File: config.mk
export PLATFORM = sky130hd
export DESIGN_NAME = fifo_sync_flags
export DESIGN_NICKNAME = d
export VERILOG_FILES = /design/src/rtl/fifo_sync_flags.sv
export SDC_FILE = /design/constraint.sdc
export NUM_CORES = 1
export LEC_CHECK = 0
export CORE_AREA = 2 2 88 90
export CTS_BUF_LIST = sky130_fd_sc_hd__clkbuf_4 sky130_fd_sc_hd__clkbuf_8
export DETAILED_ROUTE_END_ITERATION = 8
export DIE_AREA = 0 0 90 92
export HOLD_SLACK_MARGIN = 0.1
export PLACE_DENSITY = 0.77
export SLEW_MARGIN = 0
export SYNTH_ARGS = -nofsm -noshare
export SYNTH_HDL_FRONTEND = slang
export SYNTH_SLANG_ARGS = --single-unit
export TNS_END_PERCENT = 20
File: constraint.sdc
create_clock -name clk -period 2.8 [get_ports clk]
set_input_delay 0.84 -clock clk [delete_from_list [all_inputs] [get_ports clk]]
set_output_delay 0.84 -clock clk [all_outputs]
set_load 0.05 [all_outputs]
File: src/rtl/fifo_sync_flags.sv
// Single-clock synchronous FIFO with occupancy count, almost-full/almost-empty
// thresholds, optional first-word-fall-through read, and sticky error flags.
module fifo_sync_flags #(
    parameter int N    = 8,
    parameter int DEEP = 8,
    parameter int AW   = $clog2(DEEP),
    parameter int FWFT = 0
) (
    input  logic          clk,
    input  logic          arst,
    input  logic          w_en,
    input  logic [N-1:0]  data_in,
    input  logic          r_en,
    output logic [N-1:0]  data_o,
    output logic          Full,
    output logic          Empty,
    output logic          almost_full,
    output logic          almost_empty,
    input  logic [AW:0]   afull_th,
    input  logic [AW:0]   aempty_th,
    output logic [AW:0]   count,
    output logic          overflow,
    output logic          underflow,
    input  logic          clr_err
);

    logic [N-1:0] mem [DEEP];
    logic [AW:0]  wr_ptr;
    logic [AW:0]  rd_ptr;
    logic         rd_acc;
    logic         wr_acc;

    assign Empty = (wr_ptr == rd_ptr);
    assign Full  = (wr_ptr[AW] != rd_ptr[AW]) && (wr_ptr[AW-1:0] == rd_ptr[AW-1:0]);

    // A read out of a full FIFO frees the slot the simultaneous write lands in.
    assign rd_acc = r_en & ~Empty;
    assign wr_acc = w_en & (~Full | rd_acc);

    assign almost_full  = (count >= afull_th);
    assign almost_empty = (count <= aempty_th);

    always_ff @(posedge clk) begin
        if (wr_acc) begin
            mem[wr_ptr[AW-1:0]] <= data_in;
        end
    end

    always_ff @(posedge clk or negedge arst) begin
        if (!arst) begin
            wr_ptr <= '0;
            rd_ptr <= '0;
            count  <= '0;
        end else begin
            if (wr_acc) begin
                wr_ptr <= wr_ptr + 1'b1;
            end
            if (rd_acc) begin
                rd_ptr <= rd_ptr + 1'b1;
            end
            case ({wr_acc, rd_acc})
                2'b10:   count <= count + 1'b1;
                2'b01:   count <= count - 1'b1;
                default: count <= count;
            endcase
        end
    end

    // Setting wins over clearing so an error in the clear cycle is not lost.
    always_ff @(posedge clk or negedge arst) begin
        if (!arst) begin
            overflow  <= 1'b0;
            underflow <= 1'b0;
        end else begin
            if (w_en & ~wr_acc) begin
                overflow <= 1'b1;
            end else if (clr_err) begin
                overflow <= 1'b0;
            end
            if (r_en & Empty) begin
                underflow <= 1'b1;
            end else if (clr_err) begin
                underflow <= 1'b0;
            end
        end
    end

    generate
        if (FWFT == 0) begin : g_std
            logic [N-1:0] data_q;

            always_ff @(posedge clk or negedge arst) begin
                if (!arst) begin
                    data_q <= '0;
                end else if (rd_acc) begin
                    data_q <= mem[rd_ptr[AW-1:0]];
                end
            end

            assign data_o = data_q;
        end else begin : g_fwft
            assign data_o = Empty ? '0 : mem[rd_ptr[AW-1:0]];
        end
    endgenerate

endmodule
==> summary.json <==
{
  "floorplanning": {
    "core-area_um2": 7450,
    "placementRows": 32,
    "io_pins": 39,
    "chipHeight_um": 92,
    "initial_core_util": 0.510,
    "die-width_um": 90,
    "floorplan.die_area_um2": 8280
  },
  "hold_path": {
    "hold_depth": 2,
    "hold_end": "data_o[7]",
    "worstHoldPathType": "reg2reg",
    "worst_hold_startpoint": "data_o[7]"
  },
  "cells_and_area": {
    "layout.cell_area.non_filler_um2": 4740,
    "finalCoreUtilization": 0.637,
    "area.growth.synth_to_final_pct": 25.0,
    "fillCellCount": 520,
    "share_of_cells_above_drive_strength_1": 0.301,
    "design.final.nets": 329,
    "n_antenna_cell": 0
  },
  "setup_path": {
    "cpPeakStageDelay_ns": 0.20,
    "setup.reg_to_reg.worst_slack_ns": 0.33,
    "worstReg2RegEnd": "count[3]",
    "critical_path_cell_by_cell": "buf_6 > ha_4 > nand2b_4 > a21o_1 > a21o_1 > a21o_1 > buf_6",
    "worst-path-buf-inv": 2,
    "critPathKind": "in2out",
    "cp_top_family": "compound AO/OA/AOI/OAI gates",
    "rr_worst_depth": 9,
    "crit_path_end_kind": "output port",
    "startpoint_type": "primary input",
    "cp_slowest_cell": "ha_4",
    "crit_required_ns": 1.96,
    "worstSetupPathDepth": 7,
    "crit_top_cell": "a21o_1",
    "reg2reg_from": "wr_ptr[0]",
    "worst-path-max-fanout": 1,
    "critical_path_arrival_ns": 1.93
  },
  "synthesis": {
    "syn-instance-count": 227,
    "number_of_nets_produced_by_synthesis": 262,
    "syn-cell-area_um2": 3800,
    "yosysTopAreaCellShare": 0.506,
    "netlist_top_cells_area": "edfxtp_1 51%, dfrtp_1 15%, mux4_2 9.5%",
    "yosysUniqueCellTypes": 45,
    "syn_area_per_cell_um2": 16.7,
    "synth_seq_area_share": 0.651,
    "dominantRegCellSynth": "edfxtp_1",
    "number_of_enable_flip_flop_cells_after_synthesis": 64,
    "synth_warnings": 0,
    "library_cell_with_the_largest_summed_area_after_synthesis": "edfxtp_1",
    "synth.most_common_cell": "edfxtp_1",
    "synth_top_cells_by_count": "64 x edfxtp_1, 22 x dfrtp_1, 16 x mux4_2, 15 x inv_1, 13 x ha_1",
    "synthArstFlopShare": 0.256,
    "ys_seq_elements": 86
  },
  "timing": {
    "rsz0062_at_grt": "true",
    "final_min_period_over_clock_period": 0.990,
    "timing.final.crit_period_ns": 2.77,
    "setup_tns_ns": 0,
    "fmaxAchievable_ghz": 0.361,
    "timing.hold.ws_ns": 0.482,
    "slew_headroom": 0.657,
    "tightest_slew_ns": 0.512,
    "finalClockSkew_ns": 0.00846,
    "number_of_slew_limit_violations_in_the_final_report": 0,
    "hold_violations": 0,
    "setup_viol": 0
  },
  "route": {
    "detail_route.wirelength_mm": 6.67,
    "ant_nets": 0,
    "wl_per_cell_um": 16.6,
    "detail_route.iter0.violations": 135,
    "drt-pass1-iter-count": 4,
    "avgViaCountPerCell": 5.32,
    "via_total_after_detailed_routing": 2133,
    "post-route-drc-count": 0
  },
  "placed_design": {
    "portBuffers": 38,
    "hpwlAfterDp_mm": 4.30,
    "gp_congestion": 0.785,
    "dpl_cell_area_um2": 4450
  },
  "power": {
    "peakVddDrop_v": 0.000653,
    "clockPowerShare": 0.166,
    "power.static_leakage_nw": 1.82,
    "power_frac_seq": 0.354,
    "power_report.internal_total_mw": 3.27,
    "power_frac_comb": 0.480,
    "p_per_area_nw_per_um2": 1110,
    "design_power_total_mw": 5.29,
    "p_sw_frac": 0.382,
    "switchingPower_mw": 2.02
  },
  "clocking": {
    "ctsHtreeMaxLevel": 3,
    "clk_root_buffer_cell": "clkbuf_8",
    "tritoncts": "built",
    "buffers_from_clock_root_to_sink_at_most": 2,
    "number_of_clock_buffers_inserted_by_tritoncts": 9,
    "cts.hold.buffers_added": 0,
    "insertion_delay_ns": 0.36,
    "clock_edge_transition_at_the_registers_on_the_reported_setup_and_hold_paths_ns": 0.08,
    "cts_sinks": 86
  },
  "grt": {
    "grt_max_degree": 23,
    "grt_overflow": 0,
    "grt_usage": 0.178,
    "grt_pass1_wl_mm": 11.0,
    "grt_antenna_before_repair": 0,
    "vias_in_the_first_global_route": 2143
  },
  "job": {
    "cap_viol_max_count": 0
  },
  "outcome": {
    "outcome": "complete, no violations"
  }
}
[flip-flops by register name (all words and copies together) (netlist names)]
name       flops
data_o         8
underflow      1
count          4
wr_ptr         4
overflow       1
rd_ptr         4
mem           64
[area by class of cell]
type | instances | area [µm²] | area share
Clock buffer | 9 | 124 | 0.0261
Tap cell | 102 | 128 | 0.0269
Multi-Input combinational cell | 115 | 1250 | 0.265
Sequential cell | 86 | 2470 | 0.521
Timing Repair Buffer | 67 | 624 | 0.132
Clock inverter | 7 | 78.8 | 0.0166
Inverter | 15 | 61.3 | 0.0129
[worst max-delay path by stage]
stage | start | endpoint | slack, ns
after CTS | aempty_th[1] | almost_empty | -0.03
after global routing | count[0] | almost_full | -0.02
after detailed placement | aempty_th[1] | almost_empty | -0.44
after global placement | aempty_th[1] | almost_empty | -0.42
after floorplan | r_en | count[3] | -0.02
final | afull_th[0] | almost_full | 0.03
[placed cells by master, fill, tap and decap left out, drive strengths merged, types with 2 or more instances in the layout]
cell           synthesis  routed
o21ai                 12      12
nor3                   4       4
nand2                 11      11
mux4                  16      16
nor2                   6       6
xnor2                  9       9
nand2b                 3       3
clkdlybuf4s50          0      26
a21o                   4       4
clkbuf                 2      10
nor4                   2       2
xor2                   4       4
dfrtp                 22      22
o211ai                 3       3
nand4                  2       2
dlygate4sd2            0       4
mux2i                  8       8
edfxtp                64      64
mux2                   2       2
buf                    9      35
ha                    13      13
inv                   15      19
nand3                  2       2
o21a                   2       2
[power by group through the flow]
stage          Sequential [mW]  Clock [mW]  Combinational (mW)
4_1_cts                   1.88       0.899                2.51
5_1_grt                   1.91       0.947                2.75
3_3_place_gp              1.88           0                2.42
2_1_floorplan             2.18           0                1.44
6_report                  1.87       0.877                2.54
3_5_place_dp              1.89           0                2.46
[worst min-delay path, stage by stage (launching register included)]
cell	delay, ns
dfrtp_1	0.35
nand2_1	0.04
o21ai_0	0.06
[routing by layer]
layer / wire [µm] / global-route usage / share of wire / vias to the layer above
li1: - / - / - / 996
met1: 2870 / 0.226 / 0.43 / 1076
met2: 3350 / 0.289 / 0.50 / 48
met3: 330 / 0.0608 / 0.050 / 13
met4: 119 / 0.0603 / 0.018 / 0
met5: 0 / 0 / 0 / -
[stage by stage]
step / cells / setup slack [ns]
6_report: 401 / 0.0271
5_1_grt: 401 / -0.0211
4_1_cts: 399 / -0.0268
3_5_place_dp: 383 / -0.444
3_3_place_gp: 383 / -0.424
2_1_floorplan: 227 / -0.0231
[cell families (layout without fill, tap and decap cells)]
logic type               Yosys count  in the layout  share of synthesized area
AND/OR/NAND/NOR                   34             34                     0.0485
AO/OA/AOI/OAI                     28             28                     0.0521
multiplexers                      26             26                      0.123
flip-flops                        86             86                      0.651
buffers and inverters             26             98                     0.0392
adder cells (fa/ha/maj)           14             14                     0.0481
XOR/XNOR                          13             13                     0.0379
[what timing repair did]
item | in CTS | in global routing
gates resized for setup | 24 | 9
pin swaps | 13 | 8
setup buffers | 0 | 2
endpoints found under the hold margin | 0 | 0
setup endpoints to repair | 2 | 3
Power figures use the tool's default switching activity.
